$ cat src/rtl/gate_tester_pkg.sv
// Shared types and constants for the 2-input gate stimulus/response engine.
package gate_test_pkg;

  // Run-control states of the tester.
  typedef enum logic [1:0] {
    ST_IDLE  = 2'd0,
    ST_APPLY = 2'd1,
    ST_DONE  = 2'd2
  } state_e;

  // Expected truth tables, bit index = {a,b}.
  localparam logic [3:0] TRUTH_AND  = 4'b1000;
  localparam logic [3:0] TRUTH_OR   = 4'b1110;
  localparam logic [3:0] TRUTH_NAND = 4'b0111;
  localparam logic [3:0] TRUTH_NOR  = 4'b0001;
  localparam logic [3:0] TRUTH_XOR  = 4'b0110;

  // Next input vector in the 00,01,10,11 sweep order (wraps modulo 4).
  function automatic logic [1:0] vec_next(input logic [1:0] v);
    return v + 2'd1;
  endfunction

endpackage

$ cat src/rtl/gate_tester_sat_counter.sv
// Saturating up-counter with synchronous clear; clear has priority.
module sat_counter #(
  parameter int W = 4
) (
  input  logic         clk,
  input  logic         rst_n,
  input  logic         clr_i,
  input  logic         inc_i,
  output logic [W-1:0] count_o
);

  logic [W-1:0] count_q;
  logic [W-1:0] count_d;

  // Next count: clear, increment unless already all-ones, or hold.
  always_comb begin
    count_d = count_q;
    if (clr_i) begin
      count_d = {W{1'b0}};
    end else if (inc_i && (count_q != {W{1'b1}})) begin
      count_d = count_q + W'(1);
    end else begin
      count_d = count_q;
    end
  end

  // Count register.
  always_ff @(posedge clk or negedge rst_n) begin
    if (!rst_n) begin
      count_q <= {W{1'b0}};
    end else begin
      count_q <= count_d;
    end
  end

  assign count_o = count_q;

endmodule

$ cat src/rtl/gate_tester.sv
// Drives all four input vectors into a 2-input gate, samples its output after
// HOLD cycles per vector, and compares against TRUTH for PASSES sweeps.
module gate_tester
  import gate_test_pkg::*;
#(
  parameter logic [3:0] TRUTH  = 4'b1000,
  parameter int         HOLD   = 2,
  parameter int         PASSES = 1,
  parameter int         ERR_W  = 4
) (
  input  logic             clk,
  input  logic             rst_n,
  input  logic             start,
  output logic             dut_a,
  output logic             dut_b,
  input  logic             dut_c,
  output logic             busy,
  output logic             done,
  output logic             pass,
  output logic [ERR_W-1:0] err_count,
  output logic [1:0]       fail_vec,
  output logic             fail_seen
);

  localparam int HW = (HOLD > 1) ? $clog2(HOLD) : 1;
  localparam int PW = (PASSES > 1) ? $clog2(PASSES) : 1;
  localparam logic [HW-1:0] HOLD_LAST = HW'(HOLD - 1);
  localparam logic [PW-1:0] PASS_LAST = PW'(PASSES - 1);

  state_e          state_q, state_d;
  logic [1:0]      vec_q, vec_d;
  logic [HW-1:0]   hold_q, hold_d;
  logic [PW-1:0]   pidx_q, pidx_d;
  logic            a_q, a_d, b_q, b_d;
  logic            busy_q, busy_d;
  logic            done_q, done_d;
  logic            pass_q, pass_d;
  logic [1:0]      fvec_q, fvec_d;
  logic            fseen_q, fseen_d;

  logic             sample_s;
  logic             mismatch_s;
  logic             last_s;
  logic [1:0]       vec_inc_s;
  logic             err_clr_s;
  logic             err_inc_s;
  logic [ERR_W-1:0] err_count_s;

  // A compare happens on the last cycle of each vector's hold window.
  assign sample_s   = (state_q == ST_APPLY) && (hold_q == HOLD_LAST);
  assign mismatch_s = sample_s && (dut_c != TRUTH[vec_q]);
  assign last_s     = sample_s && (vec_q == 2'd3) && (pidx_q == PASS_LAST);
  assign vec_inc_s  = vec_next(vec_q);

  sat_counter #(
    .W(ERR_W)
  ) u_err_cnt (
    .clk     (clk),
    .rst_n   (rst_n),
    .clr_i   (err_clr_s),
    .inc_i   (err_inc_s),
    .count_o (err_count_s)
  );

  // Next-state, stimulus and result logic of the run controller.
  always_comb begin
    state_d   = state_q;
    vec_d     = vec_q;
    hold_d    = hold_q;
    pidx_d    = pidx_q;
    a_d       = a_q;
    b_d       = b_q;
    busy_d    = busy_q;
    done_d    = done_q;
    pass_d    = pass_q;
    fvec_d    = fvec_q;
    fseen_d   = fseen_q;
    err_clr_s = 1'b0;
    err_inc_s = 1'b0;
    case (state_q)
      ST_IDLE, ST_DONE: begin
        if (start) begin
          state_d   = ST_APPLY;
          vec_d     = 2'd0;
          a_d       = 1'b0;
          b_d       = 1'b0;
          hold_d    = {HW{1'b0}};
          pidx_d    = {PW{1'b0}};
          busy_d    = 1'b1;
          done_d    = 1'b0;
          pass_d    = 1'b0;
          fvec_d    = 2'd0;
          fseen_d   = 1'b0;
          err_clr_s = 1'b1;
        end else begin
          state_d = state_q;
        end
      end
      ST_APPLY: begin
        err_inc_s = mismatch_s;
        // Only the first mismatch of a run records its vector.
        if (mismatch_s && !fseen_q) begin
          fseen_d = 1'b1;
          fvec_d  = vec_q;
        end else begin
          fseen_d = fseen_q;
        end
        if (sample_s) begin
          hold_d = {HW{1'b0}};
          vec_d  = vec_inc_s;
          a_d    = vec_inc_s[1];
          b_d    = vec_inc_s[0];
          if (vec_q == 2'd3) begin
            pidx_d = pidx_q + PW'(1);
          end else begin
            pidx_d = pidx_q;
          end
          if (last_s) begin
            state_d = ST_DONE;
            vec_d   = 2'd0;
            pidx_d  = {PW{1'b0}};
            a_d     = 1'b0;
            b_d     = 1'b0;
            busy_d  = 1'b0;
            done_d  = 1'b1;
            // Includes this final compare: next count is zero only if
            // the count is zero now and this sample matched.
            pass_d  = (err_count_s == {ERR_W{1'b0}}) && !mismatch_s;
          end else begin
            state_d = ST_APPLY;
          end
        end else begin
          hold_d = hold_q + HW'(1);
        end
      end
      default: begin
        state_d = ST_IDLE;
        busy_d  = 1'b0;
        done_d  = 1'b0;
        a_d     = 1'b0;
        b_d     = 1'b0;
      end
    endcase
  end

  // State and output registers.
  always_ff @(posedge clk or negedge rst_n) begin
    if (!rst_n) begin
      state_q <= ST_IDLE;
      vec_q   <= 2'd0;
      hold_q  <= {HW{1'b0}};
      pidx_q  <= {PW{1'b0}};
      a_q     <= 1'b0;
      b_q     <= 1'b0;
      busy_q  <= 1'b0;
      done_q  <= 1'b0;
      pass_q  <= 1'b0;
      fvec_q  <= 2'd0;
      fseen_q <= 1'b0;
    end else begin
      state_q <= state_d;
      vec_q   <= vec_d;
      hold_q  <= hold_d;
      pidx_q  <= pidx_d;
      a_q     <= a_d;
      b_q     <= b_d;
      busy_q  <= busy_d;
      done_q  <= done_d;
      pass_q  <= pass_d;
      fvec_q  <= fvec_d;
      fseen_q <= fseen_d;
    end
  end

  assign dut_a     = a_q;
  assign dut_b     = b_q;
  assign busy      = busy_q;
  assign done      = done_q;
  assign pass      = pass_q;
  assign err_count = err_count_s;
  assign fail_vec  = fvec_q;
  assign fail_seen = fseen_q;

endmodule

$ cat config.mk
export PLATFORM = sky130hd
export DESIGN_NAME = gate_tester
export DESIGN_NICKNAME = d
export VERILOG_FILES = /design/src/rtl/gate_tester_pkg.sv /design/src/rtl/gate_tester_sat_counter.sv /design/src/rtl/gate_tester.sv
export SDC_FILE = /design/constraint.sdc
export NUM_CORES = 1
export LEC_CHECK = 0
export CORE_MARGIN = 4
export CORE_UTILIZATION = 55
export DETAILED_ROUTE_END_ITERATION = 16
export DONT_BUFFER_PORTS = 1
export GPL_ROUTABILITY_DRIVEN = 0
export PLACE_DENSITY_LB_ADDON = 0.2
export SLEW_MARGIN = 5
export SYNTH_ARGS = -nofsm -noshare
export SYNTH_HDL_FRONTEND = slang
export SYNTH_HIERARCHICAL = 1
export SYNTH_SLANG_ARGS = --single-unit
$ cat constraint.sdc
create_clock -name clk -period 1.8 [get_ports clk]
set_input_delay 0.18 -clock clk [delete_from_list [all_inputs] [get_ports clk]]
set_output_delay 0.18 -clock clk [all_outputs]
set_load 0.02 [all_outputs]
==> results of run 1 <==
==> per-stage QoR <==
step	hold slack (ns)	cells	worst slack [ns]	power (mW)
CTS	0.0394	98	0.0834	1.64
finish	0.0421	98	0.114	1.62
detailed placement	-0.115	94	0.115	1.43
global route	0.0546	98	0.0141	1.76
floorplan	-0.116	77	0.224	1.31
global placement	-0.115	94	0.163	1.41
==> flip-flops by register name, indices dropped and copies added (netlist names) <==
register           count
u_err_cnt/count_o      4
fail_vec               2
state_q                2
vec_q                  2
busy                   1
done                   1
dut_a                  1
dut_b                  1
fail_seen              1
hold_q                 1
pass                   1
pidx_q                 1
==> cells in the final DEF (no fill, tap or decap) <==
master / count
clkbuf_4: 3
nor2b_4: 2
o22ai_1: 1
nor2_1: 3
o21ai_0: 3
a21o_1: 4
buf_4: 3
nor2b_1: 2
nor3_1: 2
nand2b_1: 4
nor2_2: 1
xnor2_1: 1
a31o_2: 1
a21oi_1: 5
nor3_4: 1
nand4_1: 1
nand2_1: 5
dfrtp_1: 18
mux2_4: 1
inv_1: 3
or2_0: 1
and4b_2: 1
nand3b_4: 1
a22o_1: 1
ha_1: 2
and3_4: 1
and3b_1: 1
a32o_1: 1
inv_2: 1
nor4_1: 1
mux2i_1: 5
dlygate4sd3_1: 1
a211oi_1: 1
==> layer usage <==
layer	GRT usage (%)	vias up	wire length [um]	share of wire (%)
li1	-	281	-	-
met5	0	-	0	0
met3	3.37	2	77	5.3
met4	5.53	0	14	0.96
met2	20.9	18	648	44
met1	20.3	275	720	49
==> logic make-up after synthesis <==
group                    after synthesis  synth area share (%)
multiplexers                           6                  7.28
buffers and inverters                  6                  4.20
flip-flops                            18                  50.4
AO/OA/AOI/OAI                         17                  12.5
XOR/XNOR                               1                 0.981
adder cells (fa/ha/maj)                2                  2.80
AND/OR/NAND/NOR                       27                  21.9
==> worst paths after layout <==
check                                             to  slack, ns  cells after the start
worst min register to register                pidx_q       0.53                      2
worst min-delay path                            pass       0.04                      2
worst max-delay path            u_err_cnt/count_o[0]       0.11                      5
max in group asynchronous       u_err_cnt/count_o[0]       0.91                      1
worst max register to register  u_err_cnt/count_o[0]       0.11                      5
min in group asynchronous                fail_vec[1]       0.41                      1
==> report_power, final <==
part	total, mW	switching [mW]	internal [mW]
clock network	0.189	0.111	0.0775
registers	0.816	0.260	0.556
logic	0.617	0.312	0.305
total	1.62	0.684	0.938
==> final cells by class <==
class | count | share of cell area, %
Sequential cell | 18 | 47.5
Tap cell | 16 | 2.11
Inverter | 4 | 1.58
Clock buffer | 3 | 2.37
Timing Repair Buffer | 4 | 3.43
Multi-Input combinational cell | 53 | 43.0
==> timing repair <==
item                                    in CTS  in global routing
endpoints found under the setup margin       0                  1
hold buffers                                 1                  0
endpoints found under the hold margin       18                  0
resized for setup                            0                  1
==> impl_metrics.py, run 1 <==
metrics = {
    "outcome": {
        "run_status": "completed",
    },
    "sta": {
        "rsz0062_at_grt": "false",
        "hold_viol_final": 0,
        "tightest_slew_ns": 0.771,
        "fin_skew_ns": 0.00349,
        "timing.final.crit_share_pct": 93.7,
        "period_needed_ns": 1.69,
        "drv_slew": 0,
        "max_freq_ghz": 0.593,
        "setup_viol_count_final": 0,
        "slew_headroom_pct": 48.4,
        "fin_setup_tns_ns": 0,
    },
    "setup_path": {
        "crit_required_ns": 1.97,
        "crit_path_end_kind": "flop",
        "path_max_fanout": 4,
        "crit_chain": "ha_1 -> xnor2_1 -> nor2_2 -> nor2b_4 -> mux2_4",
        "critPathMaxStageDelay_ns": 0.43,
        "crit_type": "flop to flop",
        "reg2reg_from": "vec_q[0]",
        "cp_data_arrival_time_ns": 1.86,
        "worst_path_max_delay_cell": "dfrtp_1",
        "crit_start": "vec_q[0]",
        "start_kind": "flop",
        "crit_buf_inv": 0,
        "cp_top_family": "flip-flops",
    },
    "grt": {
        "grtUsageTotal_pct": 14.3,
        "grt_overflow": 0,
        "antenna_found_initial": 0,
        "grt_pass1_wl_um": 2700,
        "grt_pass1_vias": 589,
        "grt_max_degree": 19,
    },
    "logic_synthesis": {
        "synthTopCellsByCount": "dfrtp_1, a21oi_1, mux2i_1, nand2_1",
        "synth.area.top_cells": "dfrtp_1, mux2i_1, a21o_1",
        "synth_nets": 83,
        "synth_area_per_cell_um2": 11.6,
        "netlist_instances": 77,
        "synth-seq-cells": 18,
        "yosys.area.top_type": "dfrtp_1",
        "synth-seq-area-share_pct": 50.4,
        "syn_area_um2": 893,
        "synth_ff_type": "dfrtp_1",
        "post-synth-top-count-cell": "dfrtp_1",
        "async_reset_ff_share_pct": 100,
        "yosysUniqueCellTypes": 30,
        "synth_top_area_share_pct": 50.4,
        "yosysWarnings": 6,
        "synth_edf_count": 0,
    },
    "routing": {
        "avgViaCountPerCell": 5.88,
        "wl_um": 1460,
        "vias": 576,
        "routedWlPerCell_um": 14.9,
        "remaining_drc_errors": 0,
        "drt_iter0_drc": 18,
        "drtAntennaViolNets": 0,
        "dr.pass1.iters": 4,
    },
    "hold_path": {
        "hold_path_class": "primary input to flop",
        "worstHoldStart": "dut_c",
    },
    "layout": {
        "diodes": 0,
        "finish.utilization_pct": 62.2,
        "syn2layout_area_growth_pct": 6.16,
        "regArea_um2": 450,
        "nets": 90,
        "multiInputGateArea_um2": 408,
        "fillers": 118,
        "fin_area_um2": 948,
        "drive_above_1_share_pct": 19.5,
    },
    "die": {
        "core_area_mm2": 0.00152,
        "initial_utilization_pct": 58.6,
        "rows": 14,
        "die-area_mm2": 0.00233,
        "top_level_ports": 16,
        "die_x_um": 48.3,
        "fp.dieH_um": 48.3,
    },
    "placement": {
        "place_area_um2": 913,
        "dp_hpwl_um": 1100,
        "port_buffers": 0,
    },
    "clock_tree": {
        "htreeDepth": 1,
        "cts_tree": "done",
        "cts.sinks": 18,
        "postCtsSetupBuffers": 0,
        "cts_root_buf": "clkbuf_4",
        "cts-buffers-inserted": 3,
        "cts_buffer_depth": 2,
        "clk_pin_slew_ns": 0.10,
        "clkLatencyLatePin_ns": 0.28,
    },
    "pwr": {
        "power_density_mw_per_mm2": 1710,
        "leakagePower_nw": 0.459,
        "peakVddDrop_mv": 0.805,
    },
    "job": {
        "maxCapViolCount": 0,
    },
}
Power figures use the tool's default switching activity.
==> run 2: changes to the inputs <==
- CORE_MARGIN: 4 -> 5
==> impl_metrics.py, run 2 (same netlist as run 1, synthesis figures left out) <==
metrics = {
    "outcome": {
        "run_status": "completed",
    },
    "pwr": {
        "pwr-share-seq_pct": 50.4,
        "power_mw": 1.62,
        "leakagePower_nw": 0.459,
        "peakVddDrop_mv": 0.826,
        "power_density_mw_per_mm2": 1710,
        "intPower_uw": 938,
        "combPwrFrac_pct": 38.1,
        "p_sw_share_pct": 42.1,
        "clock_power_share_pct": 11.5,
        "p_sw_uw": 681,
    },
    "layout": {
        "drive_above_1_share_pct": 19.5,
        "syn2layout_area_growth_pct": 6.16,
        "largest_reg_flops": 4,
        "final_cell_mix": "dfrtp_1, a21oi_1, mux2i_1, nand2_1",
        "fin_area_um2": 948,
        "nets": 90,
        "layout_commonest_cell": "dfrtp_1",
        "diodes": 0,
    },
    "sta": {
        "slew_headroom_pct": 47.6,
        "timing.final.ws_setup_ns": 0.125,
        "period_needed_ns": 1.68,
        "timing.final.crit_share_pct": 93.1,
        "drv_slew": 0,
        "hold_viol_final": 0,
        "fin_skew_ns": 0.00289,
        "rsz0062_at_grt": "false",
        "max_freq_ghz": 0.597,
        "fin_setup_tns_ns": 0,
        "setup_viol_count_final": 0,
        "tightest_slew_ns": 0.783,
    },
    "clock_tree": {
        "clkLatencyLatePin_ns": 0.28,
        "cts_root_buf": "clkbuf_4",
        "cts_buffer_depth": 2,
        "htreeDepth": 1,
        "cts_tree": "done",
        "cts-buffers-inserted": 3,
        "clk_pin_slew_ns": 0.09,
        "cts.sinks": 18,
    },
    "hold_path": {
        "hold_path_class": "primary input to flop",
    },
    "setup_path": {
        "crit_chain": "ha_1 -> xnor2_1 -> nor2_2 -> nor2b_4 -> mux2_4",
        "critPathMaxStageDelay_ns": 0.42,
        "cp_data_arrival_time_ns": 1.85,
        "crit_type": "flop to flop",
        "crit_required_ns": 1.97,
        "cp_top_family": "flip-flops",
        "start_kind": "flop",
        "worst_path_max_delay_cell": "dfrtp_1",
        "crit_path_end_kind": "flop",
        "crit_buf_inv": 0,
        "path_max_fanout": 4,
    },
    "routing": {
        "avgViaCountPerCell": 5.74,
        "drtAntennaViolNets": 0,
        "dr.pass1.iters": 3,
        "vias": 563,
        "routedWlPerCell_um": 15.2,
        "remaining_drc_errors": 0,
        "wl_um": 1490,
        "drt_iter0_drc": 4,
    },
    "grt": {
        "grt_overflow": 0,
        "grt_pass1_wl_um": 2600,
        "antenna_found_initial": 0,
        "grt_max_degree": 19,
        "grtUsageTotal_pct": 13.5,
        "grt_pass1_vias": 600,
    },
    "die": {
        "die_x_um": 50.3,
        "fp.dieH_um": 50.3,
        "top_level_ports": 16,
        "core_area_mm2": 0.00152,
        "die-area_mm2": 0.00253,
        "initial_utilization_pct": 58.6,
        "rows": 14,
    },
    "placement": {
        "place_area_um2": 913,
        "port_buffers": 0,
        "dp_slack_ns": 0.111,
        "dp_hpwl_um": 1100,
    },
    "job": {
        "maxCapViolCount": 0,
    },
}
[run 2: stage by stage]
stage          cells  util [%]  hold WS (ns)
2_1_floorplan     77         -        -0.116
6_report          98      62.2        0.0392
3_3_place_gp      94      59.9        -0.115
4_1_cts           98      62.1        0.0315
5_1_grt           98      62.2        0.0476
3_5_place_dp      94      59.9        -0.115
[run 2: path summary, 6_finish.rpt]
path / cells past startpoint / from / endpoint / slack (ns)
min: 2 / dut_c / pass / 0.04
min reg2reg: 2 / pidx_q / pidx_q / 0.52
min in group asynchronous: 1 / rst_n / fail_seen / 0.41
max in group asynchronous: 1 / rst_n / done / 0.90
max reg2reg: 5 / vec_q[0] / u_err_cnt/count_o[0] / 0.12
max: 5 / vec_q[0] / u_err_cnt/count_o[0] / 0.12
[run 2: timing repair]
action,CTS,global route
endpoints found under the setup margin,0,1
hold endpoints to repair,18,0
hold buffers,1,0
gates resized for setup,0,1
setup buffers,0,0
[run 2: cell type report]
class | instances | area [um^2]
timing repair buffer | 4 | 32.5
fill | 115 | 576
tap | 16 | 20.0
multi-input combinational | 53 | 408
clock buffer | 3 | 22.5
sequential | 18 | 450
inverter | 4 | 15.0
[run 2: worst reg2reg max path, stage by stage (launching register included)]
cell and delay (ns):
dfrtp_1 0.42, ha_1 0.26, xnor2_1 0.35, nor2_2 0.10, nor2b_4 0.15, mux2_4 0.29
[run 2: power by group through the flow]
stage,sequential (mW),combinational [mW],clock (mW)
2_1_floorplan,0.809,0.505,0
5_1_grt,0.846,0.693,0.220
6_report,0.816,0.616,0.187
3_3_place_gp,0.823,0.591,0
4_1_cts,0.820,0.620,0.199
3_5_place_dp,0.827,0.606,0
[run 2: layer usage]
metal,vias to the layer above,GRT usage (%),wire length (um),share of wire (%)
li1,282,-,-,-
met1,271,16.7,706,47
met2,10,20.5,690,46
met3,0,4.44,91,6.1
met4,0,7.66,0,0
met5,-,0,0,0
==> run 3: changes to the inputs <==
- HOLD_SLACK_MARGIN: unset -> 0.15
==> impl_metrics.py, run 3 (same netlist as run 1, synthesis figures left out) <==
metrics = {
    "outcome": {
        "run_status": "completed",
    },
    "layout": {
        "layout_commonest_cell": "dfrtp_1",
        "drive_above_1_share_pct": 19.0,
        "multiInputGateArea_um2": 408,
        "final_cell_mix": "dfrtp_1, a21oi_1, mux2i_1, nand2_1",
        "syn2layout_area_growth_pct": 8.40,
        "largest_reg_flops": 4,
        "fin_cells": 100,
        "fillers": 113,
        "regArea_um2": 450,
        "nets": 92,
        "diodes": 0,
    },
    "setup_path": {
        "path_max_fanout": 4,
        "crit_buf_inv": 0,
        "worst_path_max_delay_cell": "dfrtp_1",
        "cp_data_arrival_time_ns": 1.85,
        "crit_type": "flop to flop",
        "start_kind": "flop",
        "critPathMaxStageDelay_ns": 0.42,
        "crit_required_ns": 1.97,
        "crit_chain": "ha_1 -> xnor2_1 -> nor2_2 -> nor2b_4 -> mux2_4",
        "cp_top_family": "flip-flops",
        "crit_path_end_kind": "flop",
    },
    "pwr": {
        "power_density_mw_per_mm2": 1680,
        "leakagePower_nw": 0.467,
        "power_mw": 1.62,
        "peakVddDrop_mv": 0.827,
    },
    "sta": {
        "fin_setup_tns_ns": 0,
        "hold_viol_final": 0,
        "timing.final.crit_share_pct": 93.0,
        "drv_slew": 0,
        "period_needed_ns": 1.67,
        "max_freq_ghz": 0.597,
        "slew_headroom_pct": 47.7,
        "tightest_slew_ns": 0.782,
        "setup_viol_count_final": 0,
        "fin_skew_ns": 0.00315,
        "rsz0062_at_grt": "false",
    },
    "clock_tree": {
        "clkLatencyLatePin_ns": 0.28,
        "cts_buffer_depth": 2,
        "htreeDepth": 1,
        "cts_root_buf": "clkbuf_4",
        "clk_pin_slew_ns": 0.09,
        "postCtsSetupBuffers": 0,
        "cts.sinks": 18,
        "cts_tree": "done",
        "cts-buffers-inserted": 3,
    },
    "grt": {
        "grt_pass1_vias": 608,
        "grt_max_degree": 19,
        "grtUsageTotal_pct": 13.6,
        "grt_overflow": 0,
        "antenna_found_initial": 0,
        "grt_pass1_wl_um": 2620,
    },
    "routing": {
        "wl_um": 1520,
        "remaining_drc_errors": 0,
        "routedWlPerCell_um": 15.2,
        "dr.pass1.iters": 4,
        "drtAntennaViolNets": 0,
        "avgViaCountPerCell": 5.68,
        "vias": 568,
        "drt_iter0_drc": 7,
    },
    "die": {
        "rows": 14,
        "die_x_um": 50.3,
        "fp.dieH_um": 50.3,
        "die-area_mm2": 0.00253,
        "core_area_mm2": 0.00152,
        "top_level_ports": 16,
        "initial_utilization_pct": 58.6,
    },
    "hold_path": {
        "hold_path_class": "primary input to flop",
    },
    "placement": {
        "dp_hpwl_um": 1100,
        "port_buffers": 0,
        "dp.cells": 94,
    },
    "job": {
        "maxCapViolCount": 0,
    },
}
run 3: layout make-up:
type	count	area share, %
Multi-Input combinational cell	53	42.1
Inverter	4	1.55
Tap cell	16	2.07
Sequential cell	18	46.5
Timing Repair Buffer	6	5.43
Clock buffer	3	2.33
run 3: worst min-delay path, delay by kind of cell:
family	cells	cell delay [ns]
compound gates	1	0.05
buf+inv	1	0.12
simple gates	1	0.06
run 3: worst paths after layout:
kind	startpoint	to	slack, ns	cells after the start
min	start	u_err_cnt/count_o[3]	0.17	3
min reg2reg	pidx_q	pidx_q	0.52	2
max in group asynchronous	rst_n	done	0.90	1
min in group asynchronous	rst_n	fail_seen	0.41	1
max reg2reg	vec_q[0]	u_err_cnt/count_o[0]	0.13	5
max	vec_q[0]	u_err_cnt/count_o[0]	0.13	5
run 3: timing repair:
| item | 4_1_cts | 5_1_grt |
|---|---|---|
| hold buffers | 3 | 0 |
| resized for setup | 0 | 1 |
| setup endpoints to repair | 0 | 1 |
| hold endpoints to repair | 21 | 0 |
run 3: where the power goes:
| part | switching [mW] | total, mW | internal [mW] |
|---|---|---|---|
| combinational | 0.313 | 0.620 | 0.308 |
| clock | 0.110 | 0.187 | 0.0776 |
| sequential | 0.260 | 0.816 | 0.556 |
| total | 0.683 | 1.62 | 0.941 |
run 3: stage by stage:
| stage | setup slack, ns | hold slack [ns] | cell area [um^2] | utilization (%) |
|---|---|---|---|---|
| after detailed placement | 0.111 | -0.115 | 913 | 59.9 |
| after global placement | 0.164 | -0.115 | 913 | 59.9 |
| after global routing | 0.0154 | 0.182 | 968 | 63.5 |
| final | 0.126 | 0.171 | 968 | 63.5 |
| after CTS | 0.0949 | 0.165 | 966 | 63.4 |
| after floorplan | 0.224 | -0.116 | 893 | - |
run 3: layer usage:
layer / global-route usage, % / vias up / part of all wire (%)
met5: 0 / - / 0
met4: 7.66 / 0 / 0.79
met3: 4.44 / 2 / 6.0
met2: 20.5 / 10 / 45
met1: 17.0 / 271 / 48
li1: - / 285 / -
